==> src/rtl/op_pkg.sv <==
// op_pkg: opcode/state types and per-opcode operand-need masks for acc_operand_consumer.
package op_pkg;
    localparam int MUL_CYC = 8;
    typedef enum logic [2:0] {ADD, SUB, AND, OR, XOR, NOT, ADD3, MUL} op_e;
    typedef enum logic [1:0] {IDLE, EXEC, DONE} state_e;
    localparam logic [2:0] NEED_R0  = 3'b001;
    localparam logic [2:0] NEED_R01 = 3'b011;
    localparam logic [2:0] NEED_ALL = 3'b111;
    function automatic logic [2:0] need_mask(op_e op);
        return op == NOT ? NEED_R0 : op == ADD3 ? NEED_ALL : NEED_R01;
    endfunction
endpackage

==> src/rtl/seq_mul8.sv <==
// seq_mul8: shift-add multiplier, low DW bits of a*b after CYC steps; o_done marks the final step.
module seq_mul8 #(
    parameter int DW  = 8,
    parameter int CYC = 8
) (
    input  logic          clk,
    input  logic          reset,
    input  logic          i_start,
    input  logic [DW-1:0] i_a,
    input  logic [DW-1:0] i_b,
    output logic          o_done,
    output logic [DW-1:0] o_prod
);
    localparam int CW = $clog2(CYC + 1);
    logic [DW-1:0] r_a, r_b;
    logic [CW-1:0] r_cnt;
    assign o_done = r_cnt == CW'(1);
    always_ff @(posedge clk or posedge reset) begin
        if (reset) begin
            r_a    <= '0;
            r_b    <= '0;
            r_cnt  <= '0;
            o_prod <= '0;
        end else if (i_start) begin
            r_a    <= i_a;
            r_b    <= i_b;
            r_cnt  <= CW'(CYC);
            o_prod <= '0;
        end else if (r_cnt != '0) begin
            if (r_b[0]) o_prod <= o_prod + r_a;
            r_a   <= r_a << 1;
            r_b   <= r_b >> 1;
            r_cnt <= r_cnt - CW'(1);
        end
    end
endmodule

==> src/rtl/acc_operand_consumer.sv <==
// acc_operand_consumer: consumes accumulator operands on op instructions and returns an 8-bit result.
// Optional ACC_CONSUMER_MUL_EN adds the sequential multiplier; otherwise MUL is an illegal opcode.
module acc_operand_consumer
    import op_pkg::*;
#(
    parameter int PC_W = 12,
    parameter int DW   = 8
) (
    input  logic            clk,
    input  logic            reset,
    input  logic            op_en,
    input  op_e             opcode,
    input  logic [PC_W-1:0] prog_ctr,
    input  logic [DW-1:0]   r0,
    input  logic [DW-1:0]   r1,
    input  logic [DW-1:0]   r2,
    input  logic            r0_valid,
    input  logic            r1_valid,
    input  logic            r2_valid,
    output logic [DW-1:0]   result,
    output logic            carry,
    output logic            result_valid,
    output logic            consume,
    output logic            busy,
    output logic            err,
    output logic            overrun
);
    state_e          r_state;
    op_e             r_op;
    logic [DW-1:0]   r_a, r_b, r_c;
    logic [2:0]      r_vld;
    logic [PC_W-1:0] r_old_pc;
    logic            w_new, w_accept, w_legal, w_ok, w_exec_done, w_cy;
    logic [DW:0]     w_sum, w_diff;
    logic [DW+1:0]   w_sum3;
    logic [DW-1:0]   w_res, w_prod;

    assign w_new    = op_en && prog_ctr != r_old_pc;
    assign w_accept = w_new && !busy;
`ifdef ACC_CONSUMER_MUL_EN
    logic w_mul_done;
    seq_mul8 #(.DW(DW), .CYC(MUL_CYC)) u_mul (
        .clk     (clk),
        .reset   (reset),
        .i_start (w_accept && opcode == MUL),
        .i_a     (r0),
        .i_b     (r1),
        .o_done  (w_mul_done),
        .o_prod  (w_prod)
    );
    assign w_legal     = 1'b1;
    assign w_exec_done = r_op != MUL || w_mul_done;
`else
    assign w_prod      = '0;
    assign w_legal     = r_op != MUL;
    assign w_exec_done = 1'b1;
`endif
    assign w_sum  = {1'b0, r_a} + {1'b0, r_b};
    assign w_diff = {1'b0, r_a} - {1'b0, r_b};
    assign w_sum3 = {2'b0, r_a} + {2'b0, r_b} + {2'b0, r_c};
    assign w_ok   = w_legal && (need_mask(r_op) & r_vld) == need_mask(r_op);

    always_comb begin
        w_res = w_prod;
        w_cy  = 1'b0;
        case (r_op)
            ADD:  {w_cy, w_res} = w_sum;
            SUB:  {w_cy, w_res} = w_diff;
            AND:  w_res = r_a & r_b;
            OR:   w_res = r_a | r_b;
            XOR:  w_res = r_a ^ r_b;
            NOT:  w_res = ~r_a;
            ADD3: begin
                w_res = w_sum3[DW-1:0];
                w_cy  = |w_sum3[DW+1:DW];
            end
            default: ;
        endcase
    end

    // busy stays high through the result cycle, so acceptance only needs !busy
    always_ff @(posedge clk or posedge reset) begin
        if (reset) begin
            r_state      <= IDLE;
            r_op         <= ADD;
            r_a          <= '0;
            r_b          <= '0;
            r_c          <= '0;
            r_vld        <= '0;
            r_old_pc     <= '1;
            result       <= '0;
            carry        <= 1'b0;
            result_valid <= 1'b0;
            consume      <= 1'b0;
            busy         <= 1'b0;
            err          <= 1'b0;
            overrun      <= 1'b0;
        end else begin
            r_old_pc     <= prog_ctr;
            result_valid <= 1'b0;
            consume      <= 1'b0;
            err          <= 1'b0;
            if (w_new && busy) overrun <= 1'b1;
            case (r_state)
                IDLE: begin
                    busy <= w_accept;
                    if (w_accept) begin
                        r_state <= EXEC;
                        r_op    <= opcode;
                        r_a     <= r0;
                        r_b     <= r1;
                        r_c     <= r2;
                        r_vld   <= {r2_valid, r1_valid, r0_valid};
                    end
                end
                EXEC: if (w_exec_done) r_state <= DONE;
                DONE: begin
                    r_state      <= IDLE;
                    consume      <= 1'b1;
                    result_valid <= w_ok;
                    err          <= !w_ok;
                    if (w_ok) begin
                        result <= w_res;
                        carry  <= w_cy;
                    end
                end
                default: r_state <= IDLE;
            endcase
        end
    end
endmodule
==> config.mk <==
export PLATFORM = sky130hd
export DESIGN_NAME = acc_operand_consumer
export DESIGN_NICKNAME = d
export VERILOG_FILES = /design/src/rtl/op_pkg.sv /design/src/rtl/seq_mul8.sv /design/src/rtl/acc_operand_consumer.sv
export SDC_FILE = /design/constraint.sdc
export NUM_CORES = 1
export LEC_CHECK = 0
export ABC_CLOCK_PERIOD_IN_PS = 3850
export CAP_MARGIN = 20
export CORE_MARGIN = 3
export CORE_UTILIZATION = 50
export CTS_CLUSTER_SIZE = 14
export DETAILED_ROUTE_END_ITERATION = 12
export MAX_ROUTING_LAYER = met4
export PLACE_DENSITY = 0.77
export SYNTH_ARGS = -nofsm -noshare
export SYNTH_HDL_FRONTEND = slang
export SYNTH_SLANG_ARGS = --single-unit
==> constraint.sdc <==
create_clock -name clk -period 3.85 [get_ports clk]
set_input_delay 0.77 -clock clk [delete_from_list [all_inputs] [get_ports clk]]
set_output_delay 0.77 -clock clk [all_outputs]
set_load 0.02 [all_outputs]
# Yosys cells after proc, flatten, opt, wreduce, memory -nomap -nowiden
# Cells that the tools add are included.
# word_totals
regBits,58
inputBits,45
out_inout_bits,14
elab_cells,55
# classes
add_sub_neg,4
n_eq_ne,12
muxes,9
n_bitwise,5
reduce_logical,11
# op_table
cell,n
one-hot mux 8 bit (7 select lines),1
adder 8 x 8 -> 9 bit,2
inequality test 12 bit,1
adder 9 x 8 -> 10 bit,1
== test 3 bit (second input constant),3
subtractor 8 x 8 -> 9 bit,1
AND 8 bit,1
inverter 8 bit,1
bitwise OR 8 bit,1
bitwise XOR 8 bit,1
== test 3 x 2 -> 1 bit (second input constant),2
two-way mux 3 bit,2
logical AND 1 bit,4
one-hot mux 2 bit (2 select lines),1
AND reduction 2 bit,2
AND 3 bit,1
== test 3 x 1 -> 1 bit (second input constant),1
== test 3 bit,1
zero test 3 bit,1
two-way mux 1 bit,3
inequality test 3 bit (second input constant),1
one-hot mux 1 bit (3 select lines),1
== test 2 x 1 -> 1 bit (second input constant),1
== test 2 bit (second input constant),1
other kinds (5),6

# Longest topological paths before layout
# Gate-level depths: netlist (run 1).
# logic_depth
depth_word,8
mapped_depth,12
mapped_depth_nobuf,12

# Least setup slack after synthesis (run 1)
# Ideal clock, no wire load.
# synth_timing
path_kind,reg2reg
start,reg r_a[1]
end,reg result[7]
setup_ns,0.130
arrival_time_ns,2.653
required_time_ns,3.720
path_slack_ns,1.067
stages_incl_launch_ff,13
n_path_buf,0
synth_period_minus_slack_ns,2.783
path_cell_list,dfrtp_1 inv_1 fa_1 inv_1 ha_1 inv_1 fa_1 nor2b_1 o31a_1 mux2i_1 a21oi_1 a2111oi_2 a21oi_1
# synth_via
elab_chain_cells,3
word_cells_on_any_way,5
classes_between,add/sub: 4; mux: 1
# synth_rtl
item,line,source
from (decl),acc_operand_consumer.sv:30,"logic [DW-1:0] r_a, r_b, r_c;"
from (signal assigned),acc_operand_consumer.sv:110,r_a <= r0;
adder 8 x 8 -> 9 bit,"acc_operand_consumer.sv:58, acc_operand_consumer.sv:60",
adder 9 x 8 -> 10 bit,acc_operand_consumer.sv:60,"assign w_sum3 = {2'b0, r_a} + {2'b0, r_b} + {2'b0, r_c};"
one-hot mux 8 bit (7 select lines) (*),acc_operand_consumer.sv:66,case (r_op)
to (signal assigned),acc_operand_consumer.sv:123,result <= w_res;
to (decl),acc_operand_consumer.sv:20,"output logic [DW-1:0] result,"
# Mark *: on every way between the ends. The rest lies on a longest branch, timed or not.
# A chain may end at the register's enable or synchronous reset.

# Final worst setup path (run 1)
# Same ends and word-level chain as after synthesis.

==> results.tsv, run 1 <==
stage	metric	value	unit
clock_network	CTS root buffer	clkbuf_8	
yosys	mux cell area share after synthesis	12.5	%
yosys	Synth Area in Simple Gates	9.23	%
yosys	Syn Nets	454	
placement	Port Buffers	58	
clock_network	TritonCTS clock tree	built	
timing	skew final	0.00827	ns
clock_network	Resized Gates After CTS	0	
global_route	met2 layer usage reported by global route	33.2	%
global_route	Total Routing Usage GR	22.1	%
yosys	Adder-Cell Fraction of Synth Area	15.4	%
layout	diode count	0	
critical_path	internal reg-to-reg setup slack	0.62	ns
global_route	busiest grt layer	met2	
critical_path	Worst R2R End	result[7]$_DFFE_PP0P_	
yosys	EDFF count, synth	0	
yosys	Synth Area in XOR/XNOR	4.42	%
yosys	Cell Area, Synth	3960	sq um
timing	final hold viol count	0	
clock_network	clock latency on the worst-skew pair	0.35	ns
clock_network	Post-CTS Setup Inserts	0	
critical_path	slowest stage delay, CP	0.50	ns
critical_path	Req. time, crit path	4.08	ns
critical_path	CP cell instances	inv_1, fa_1, inv_1, ha_1, inv_1, fa_1, nor2b_1, o31a_1, mux2i_1, a21oi_1, a2111oi_2, a21oi_1	
timing	worst slew pin tran	0.989	ns
yosys	top cell type by total area after synthesis	dfrtp_1	
timing	unrepaired setup endpoints after global routing	false	
run	Max Cap Viol	0	
worst_hold_path	Hold Crit Endpoint	result[3]$_DFFE_PP0P_	
clock_network	CTS HTree Levels	3	
yosys	Async SR Flop Fraction	100	%
critical_path	RR Startpoint	r_a[1]$_DFFE_PP0P_	
critical_path	Critical Path Slowest Stage Cell	fa_1	
route	Vias	2954	
global_route	total global routing overflow	0	
global_route	pin count of the biggest net entering global routing	37	
global_route	first-pass GRT wire length	14.7	mm
timing	fin. max-slew vios	0	
global_route	Global Route met1 Usage	29.7	%
placement	DP HPWL	6.50	mm
die	Starting Density	53.2	%
clock_network	CTS Hold Bufs	0	
layout	Final Util	65.1	%
timing	Max Clock Freq	0.309	GHz
clock_network	maximum root-to-sink buffer count	2	
route	post-route DRC violation count	0	
route	DR WL/cell	16.5	um
yosys	synth warn	0	
die	num rows	31	
global_route	met3 Resource Use GR	4.94	%
die	die area	9020	sq um
critical_path	crit path kind	register to register	
global_route	vias in the first global route	2959	
timing	fin crit period	3.23	ns
worst_hold_path	HP Start	result[3]$_DFFE_PP0P_	
timing	Relative slew margins	34.1	%
route	Detailed Routing Iterations Pass 1	4	
layout	Filler cells	616	
route	DR vias/cell	5.58	
die	I/O pins	59	
route	initial drt markers	132	
clock_network	Clk pin slew, worst setup/hold paths	0.07	ns
critical_path	crit-path max FO	5	
worst_hold_path	Worst Hold Class	register to register	
timing	final period utilization	84.0	%
placement	GP Congestion	0.874	
timing	Setup Total Neg Slack	0	ns
clock_network	clk sinks	58	
yosys	ys flop type	dfrtp_1	
critical_path	Worst Path Buf+Inv	3	
die	core area	7450	sq um
yosys	top cell type's share of synthesized area	29.1	%
route	routed wire length	8.74	mm
clock_network	TritonCTS buffer count	9	
critical_path	Startpoint Class	register	
timing	Setup Viol. Count Final	0	
yosys	compound-gate portion of the synthesized area	15.6	%
yosys	Cells after Synth	367	
layout	leading cell type in the layout, fill and taps excluded	clkdlybuf4s50_1	
yosys	largest family of logic cells by synthesized area	compound AO/OA/AOI/OAI gates	
layout	nets	512	
die	Die Ht	95.0	um
worst_hold_path	Hold Path Cell Cnt	2	
run_status	status	finished clean	
critical_path	crit-path leading delay family	adder cells	
critical_path	CP most frequent cell	inv_1	
yosys	#FFs+latches synth	58	
layout	P&R area growth vs syn	22.3	%
yosys	Netlist cell types	60	
critical_path	crit end category	register	
yosys	sequential fraction of the synthesis area	37.0	%
yosys	Avg Inst Size Synth	10.8	sq um
die	DIE WIDTH	95.0	um
critical_path	Arrival @ worst endpoint	3.46	ns
route	Detail Route Antenna Nets	0	
global_route	antenna violations before repair	0	
layout	share of cells above drive strength 1	15.6	%
layout	commonest non-fill, non-tap cells in the layout	58 x clkdlybuf4s50_1, 46 x dfrtp_1, 38 x inv_1	
yosys	ranking of synthesized cells by area	dfrtp_1 29%, mux2_4 11%, ha_1 9.8%	
critical_path	reg2reg path depth	12	
==> routing by layer <==
layer  vias up  share of wire (%)
met1      1441                 46
met3        13                5.9
met4         0                1.5
met5         -                  0
met2        87                 46
li1       1413                  -
==> Yosys cell counts, types with 4 or more instances <==
| master | instances |
|---|---|
| fa_1 | 11 |
| nand2b_1 | 5 |
| dfrtp_1 | 46 |
| inv_1 | 39 |
| buf_6 | 4 |
| a21oi_1 | 18 |
| nor3_1 | 6 |
| xnor2_1 | 19 |
| ha_1 | 31 |
| nor2b_1 | 8 |
| dfstp_2 | 12 |
| nor2_1 | 20 |
| or4_1 | 4 |
| o22ai_1 | 7 |
| buf_2 | 5 |
| a211oi_1 | 4 |
| o21ai_0 | 17 |
| o221ai_1 | 4 |
| mux2_4 | 28 |
| o21ai_1 | 6 |
| nand2_1 | 12 |
==> layout make-up <==
class,count,area (sq um),share of cell area (%)
flip-flops and latches,58,1470,30.3
clock buffers,9,124,2.56
clock inverters,7,125,2.58
well taps,99,124,2.56
multi-input cells,257,2260,46.7
inverters,39,146,3.02
repair buffers,60,596,12.3
==> through the flow <==
step / hold WS (ns) / instances / worst slack [ns] / cell area, sq um
after floorplan: 0.428 / 367 / 1.07 / 3960
after global placement: 0.460 / 513 / 0.686 / 4600
after detailed placement: 0.469 / 513 / 0.624 / 4600
after CTS: 0.474 / 529 / 0.622 / 4840
after global routing: 0.487 / 529 / 0.350 / 4840
final: 0.479 / 529 / 0.615 / 4840
==> state kept, by name, summed over array words and instances, names as in the netlist, 2 cells and up <==
register	flops
r_vld	3
r_a	8
result	8
r_old_pc	12
r_op	3
r_b	8
r_c	8
r_state	2
==> worst max path at each step <==
stage	startpoint	to	cells after the start
floorplan	r_a[1]$_DFFE_PP0P_	result[7]$_DFFE_PP0P_	12
global placement	prog_ctr[10]	r_a[7]$_DFFE_PP0P_	6
detailed placement	prog_ctr[6]	r_a[7]$_DFFE_PP0P_	6
CTS	r_a[1]$_DFFE_PP0P_	result[7]$_DFFE_PP0P_	12
global route	r_a[1]$_DFFE_PP0P_	result[7]$_DFFE_PP0P_	12
finish	r_a[1]$_DFFE_PP0P_	result[7]$_DFFE_PP0P_	12
==> logic make-up after synthesis <==
group           Yosys count
buf+inv                  52
xor+xnor                 20
mux                      34
fa+ha+maj                42
compound gates           91
flops                    58
simple gates             70
==> worst min-delay path, stage by stage (launching register included) <==
cell	delay, ns
dfrtp_1	0.34
nand2_1	0.04
o21ai_0	0.06
Power of run 1 is left out: the tool's default activity adds up to more than one toggle a clock period on the data nets, which glitch-free logic cannot reach.
==> inputs of run 2 (changes only) <==
ABC_CLOCK_PERIOD_IN_PS = 2700   (was 3850)
PLACE_DENSITY = 0.8   (was 0.77)
clock period = 2.7 ns   (was 3.85 ns; I/O delays follow)
==> run 2 against run 1 <==
Compared with the run above:
- clock skew rose by 0.0013 ns
- first-iteration DRC count rose by 29%
- worst setup slack got worse by 0.59 ns
- global-route usage rose by 1.6 points
- fmax rose by 21%
- final cell count rose by 5.3%
- final area rose by 5.0%
- utilization rose by 3.3 points
- critical path depth did not move
- via count rose by 4.2%
- critical path type unchanged
==> results.tsv, run 2 (synthesis gave the netlist of run 1 again) <==
stage	metric	value	unit	change
run_status	status	finished clean		
route	DR vias/cell	5.53		-1.0%
die	core area	7450	sq um	unchanged
route	Vias	3079		+4.2%
placement	Port Buffers	58		unchanged
critical_path	WP depth	12		unchanged
worst_hold_path	Worst Hold Class	register to register		
die	I/O pins	59		unchanged
clock_network	TritonCTS clock tree	built		
route	Detailed Routing Iterations Pass 1	4		unchanged
critical_path	Arrival @ worst endpoint	2.89	ns	-0.57 ns
timing	skew final	0.00962	ns	+0.00134 ns
timing	final hold viol count	0		unchanged
critical_path	Critical Path Slowest Stage Cell	fa_1		
critical_path	crit end category	register		
die	num rows	31		unchanged
clock_network	CTS HTree Levels	3		unchanged
timing	final period utilization	99.1	%	+15 points
critical_path	CP most frequent cell	inv_2		
die	Die Ht	95.0	um	unchanged
route	Detail Route Antenna Nets	0		unchanged
critical_path	reg2reg path depth	12		unchanged
clock_network	clock latency on the worst-skew pair	0.34	ns	about the same
critical_path	crit-path leading delay family	adder cells		
critical_path	internal reg-to-reg setup slack	0.02	ns	-0.59 ns
critical_path	worst setup path endpoint	result[7]$_DFFE_PP0P_		
critical_path	RR Startpoint	r_b[1]$_DFFE_PP0P_		
timing	Setup Viol. Count Final	0		unchanged
critical_path	Critical Path Start	r_b[1]$_DFFE_PP0P_		
global_route	vias in the first global route	3257		+10%
layout	Largest register FFs	12		unchanged
timing	fin. max-slew vios	0		unchanged
route	post-route DRC violation count	0		unchanged
global_route	pin count of the biggest net entering global routing	38		+2.7%
run	Max Cap Viol	0		unchanged
critical_path	slowest stage delay, CP	0.42	ns	-0.08 ns
timing	unrepaired setup endpoints after global routing	true		
layout	nets	540		+5.5%
layout	Final Util	68.3	%	+3.3 points
die	Starting Density	53.2	%	unchanged
critical_path	Req. time, crit path	2.91	ns	-1.17 ns
critical_path	crit-path max FO	3		-2
route	initial drt markers	170		+29%
clock_network	CTS root buffer	clkbuf_8		
critical_path	Worst Path Buf+Inv	3		unchanged
critical_path	Worst R2R End	result[7]$_DFFE_PP0P_		
global_route	first-pass GRT wire length	15.9	mm	+8.3%
timing	Max Clock Freq	0.374	GHz	+21%
clock_network	maximum root-to-sink buffer count	2		unchanged
timing	Relative slew margins	66.0	%	+32 points
placement	DP HPWL	6.99	mm	+7.5%
layout	share of cells above drive strength 1	23.6	%	+8.0 points
timing	worst slew pin tran	0.510	ns	-0.479 ns
layout	commonest non-fill, non-tap cells in the layout	58 x clkdlybuf4s50_1, 46 x dfrtp_1, 33 x inv_1		
clock_network	TritonCTS buffer count	9		unchanged
layout	P&R area growth vs syn	28.5	%	
layout	Largest Register	r_old_pc		
layout	leading cell type in the layout, fill and taps excluded	clkdlybuf4s50_1		
critical_path	crit path kind	register to register		
die	DIE WIDTH	95.0	um	unchanged
placement	Place WS	-0.0284	ns	-0.652 ns
clock_network	CTS Hold Bufs	0		unchanged
timing	final setup margin	0.0250	ns	-0.590 ns
global_route	total global routing overflow	0		unchanged
die	die area	9020	sq um	unchanged
critical_path	Startpoint Class	register		
placement	GP Congestion	0.938		+7.3%
timing	fin crit period	2.68	ns	-0.560 ns
global_route	Total Routing Usage GR	23.7	%	+1.6 points
clock_network	Clk pin slew, worst setup/hold paths	0.08	ns	about the same
layout	diode count	0		unchanged
route	routed wire length	9.29	mm	+6.3%
critical_path	CP cell instances	inv_2, fa_1, inv_2, ha_4, inv_2, fa_2, nor2b_2, o31a_1, mux2i_1, a21oi_2, a2111oi_2, a21oi_1		
global_route	antenna violations before repair	0		unchanged
clock_network	clk sinks	58		unchanged
route	DR WL/cell	16.7	um	+0.97%
-- run 2: what timing repair did --
action,CTS,global route
pin swaps,5,5
endpoints found under the setup margin,3,5
resized for setup,4,9
hold endpoints to repair,0,0
setup buffers,3,2
-- run 2: worst min-delay path: cells and delay by family (launching register included) --
family / cells / cell delay (ns)
simple gates: 1 / 0.04
compound gates: 1 / 0.06
flops: 1 / 0.35
-- run 2: worst min-delay path by stage --
stage                           start                endpoint  slack (ns)  cells after the start
6_report        result[4]$_DFFE_PP0P_   result[4]$_DFFE_PP0P_        0.48                      2
2_1_floorplan  r_state[1]$_DFFE_PP0P_  r_state[1]$_DFFE_PP0P_        0.43                      1
5_1_grt         result[4]$_DFFE_PP0P_   result[4]$_DFFE_PP0P_        0.51                      2
3_5_place_dp    result[4]$_DFFE_PP0P_   result[4]$_DFFE_PP0P_        0.47                      2
3_3_place_gp   r_state[1]$_DFFE_PP0P_  r_state[1]$_DFFE_PP0P_        0.45                      1
4_1_cts         result[4]$_DFFE_PP0P_   result[4]$_DFFE_PP0P_        0.49                      2
-- run 2: area by class of cell --
type,instances,area (sq um)
clock buffer,11,151
clock inverter,5,61.3
fill,573,2360
inverter,39,146
multi-input combinational,257,2310
sequential,58,1470
tap,99,124
timing repair buffer,88,831
-- run 2: metal layers --
| metal | routed length, um | vias to the layer above | track usage [%] |
|---|---|---|---|
| met5 | 0 | - | - |
| met1 | 4290 | 1489 | 31.6 |
| met4 | 125 | 0 | 8.29 |
| li1 | - | 1467 | - |
| met3 | 553 | 15 | 5.18 |
| met2 | 4320 | 108 | 35.8 |
-- run 2: stage by stage --
step | instances | setup TNS (ns) | area [sq um] | hold WS, ns
finish | 557 | 0 | 5090 | 0.485
global route | 557 | -0.111 | 5090 | 0.508
global placement | 537 | 0 | 4800 | 0.448
floorplan | 367 | 0 | 3960 | 0.428
CTS | 556 | -0.0174 | 5050 | 0.491
detailed placement | 537 | -0.0501 | 4800 | 0.473
Power of run 2 is left out for the same reason.
==> inputs of run 3 (changes only) <==
PLACE_DENSITY = 0.78   (was 0.8)
==> run 3 against run 2 <==
Compared with the run above:
- worst setup slack gained 0.021 ns
- final area down 0.76%
- highest routed layer unchanged
- sequential share of layout area up 0.22 points
- fmax increased by 0.78%
- non-clock buffer count is the same
- die area unchanged
==> results.tsv, run 3 (synthesis gave the netlist of run 1 again) <==
stage	metric	value	unit	change
timing	skew final	0.00819	ns	-0.00142 ns
placement	Post-DP Area	4790	sq um	-0.26%
layout	share of cells above drive strength 1	24.0	%	+0.44 points
timing	fin crit period	2.65	ns	-0.0206 ns
layout	Largest Register	r_old_pc		
timing	Relative slew margins	67.3	%	+1.3 points
route	routed wire length	9.33	mm	+0.36%
timing	Setup Total Neg Slack	0	ns	unchanged
global_route	first-pass GRT wire length	15.3	mm	-4.1%
die	Die Ht	95.0	um	unchanged
placement	GP Congestion	0.925		-1.3%
clock_network	CTS root buffer	clkbuf_8		
timing	Max Clock Freq	0.377	GHz	+0.78%
run_status	status	finished clean		
clock_network	maximum root-to-sink buffer count	2		unchanged
route	DR WL/cell	16.7	um	+0.36%
critical_path	crit end category	register		
critical_path	Arrival @ worst endpoint	2.88	ns	about the same
die	DIE WIDTH	95.0	um	unchanged
route	Detailed Routing Iterations Pass 1	5		+1
die	num rows	31		unchanged
worst_hold_path	Worst Hold Class	register to register		
placement	# placed instances	537		unchanged
timing	Setup Viol. Count Final	0		unchanged
layout	fin cells	557		unchanged
critical_path	crit-path max FO	3		unchanged
timing	unrepaired setup endpoints after global routing	true		
layout	nets	540		unchanged
global_route	antenna violations before repair	0		unchanged
layout	commonest non-fill, non-tap cells in the layout	58 x clkdlybuf4s50_1, 46 x dfrtp_1, 32 x inv_1		
timing	final hold viol count	0		unchanged
die	die area	9020	sq um	unchanged
route	Vias	3130		+1.7%
clock_network	clock latency on the worst-skew pair	0.35	ns	about the same
global_route	total global routing overflow	0		unchanged
timing	fin. max-slew vios	0		unchanged
layout	leading cell type in the layout, fill and taps excluded	clkdlybuf4s50_1		
layout	P&R area growth vs syn	27.5	%	
placement	Port Buffers	58		unchanged
die	Starting Density	53.2	%	unchanged
layout	Filler cells	572		-0.17%
critical_path	Req. time, crit path	2.92	ns	about the same
run	Max Cap Viol	0		unchanged
timing	final period utilization	98.3	%	-0.76 points
critical_path	Startpoint Class	register		
clock_network	CTS Hold Bufs	0		unchanged
die	core area	7450	sq um	unchanged
route	Detail Route Antenna Nets	0		unchanged
global_route	Total Routing Usage GR	23.0	%	-0.69 points
clock_network	Clk pin slew, worst setup/hold paths	0.07	ns	about the same
layout	diode count	0		unchanged
global_route	pin count of the biggest net entering global routing	24		-37%
layout	Final Util	67.8	%	-0.52 points
route	DR vias/cell	5.62		+1.7%
global_route	vias in the first global route	3132		-3.8%
clock_network	TritonCTS buffer count	9		unchanged
layout	Largest register FFs	12		unchanged
placement	DP HPWL	7.11	mm	+1.8%
layout	Final Cell Area	5050	sq um	-0.76%
route	initial drt markers	206		+21%
clock_network	TritonCTS clock tree	built		
die	I/O pins	59		unchanged
route	post-route DRC violation count	0		unchanged
clock_network	CTS HTree Levels	3		unchanged
clock_network	clk sinks	58		unchanged
timing	worst slew pin tran	0.490	ns	-0.0201 ns
critical_path	crit path kind	register to register		
==> run 3: cell types whose count changed in the layout (fill, tap and decap cells not counted) <==
| cell | delta |
|---|---|
| clkinv_2 | +1 |
| buf_12 | -1 |
| inv_2 | +1 |
| clkinvlp_4 | +2 |
| a31oi_1 | -1 |
| inv_6 | -1 |
| inv_1 | -1 |
| bufinv_16 | -1 |
| clkbuf_8 | -1 |
| buf_4 | +1 |
| a31oi_2 | +1 |
==> run 3: metal layers <==
metal | GRT usage, % | vias up | share of wire, %
met4 | 6.73 | 0 | 1.4
li1 | - | 1465 | -
met1 | 30.7 | 1500 | 44
met2 | 35.5 | 150 | 47
met3 | 4.70 | 15 | 7.6
met5 | - | - | 0
==> run 3: layout make-up <==
type	count	area [sq um]	area share [%]
multi-input combinational	257	2310	45.8
sequential	58	1470	29.0
timing repair buffer	88	818	16.2
inverter	39	146	2.90
clock buffer	10	138	2.73
tap	99	124	2.45
clock inverter	6	42.5	0.842
==> run 3: per-stage QoR <==
stage	setup WS, ns	hold WS, ns
6_report	0.0456	0.477
5_1_grt	-0.135	0.511
4_1_cts	-0.00256	0.486
3_5_place_dp	-0.000138	0.469
3_3_place_gp	0.0438	0.453
2_1_floorplan	0.0692	0.428
==> run 3: worst max-delay path, stage by stage (launching register included) <==
cell,delay [ns]
dfrtp_1,0.36
inv_2,0.04
fa_1,0.55
inv_2,0.05
ha_4,0.16
inv_2,0.05
fa_2,0.19
nor2b_2,0.05
o31a_1,0.33
nor3_2,0.17
nor2_1,0.08
o41ai_2,0.29
buf_4,0.15
a31oi_1,0.07
==> run 3: repair_timing <==
| action | CTS | global route |
|---|---|---|
| gates resized for setup | 4 | 11 |
| endpoints found under the setup margin | 3 | 5 |
| setup buffers | 1 | 3 |
| endpoints found under the hold margin | 0 | 0 |
| pin swaps | 7 | 9 |
==> run 3: final timing paths <==
kind	startpoint	to	slack, ns	depth (start not counted)
hold / removal	result[3]$_DFFE_PP0P_	result[3]$_DFFE_PP0P_	0.48	2
hold reg to reg	result[3]$_DFFE_PP0P_	result[3]$_DFFE_PP0P_	0.48	2
min in group asynchronous	reset	r_b[3]$_DFFE_PP0P_	0.51	2
max in group asynchronous	reset	r_state[1]$_DFFE_PP0P_	1.56	3
setup reg to reg	r_c[1]$_DFFE_PP0P_	carry$_DFFE_PP0P_	0.05	13
setup / recovery	r_c[1]$_DFFE_PP0P_	carry$_DFFE_PP0P_	0.05	13
Power of run 3 is left out for the same reason.
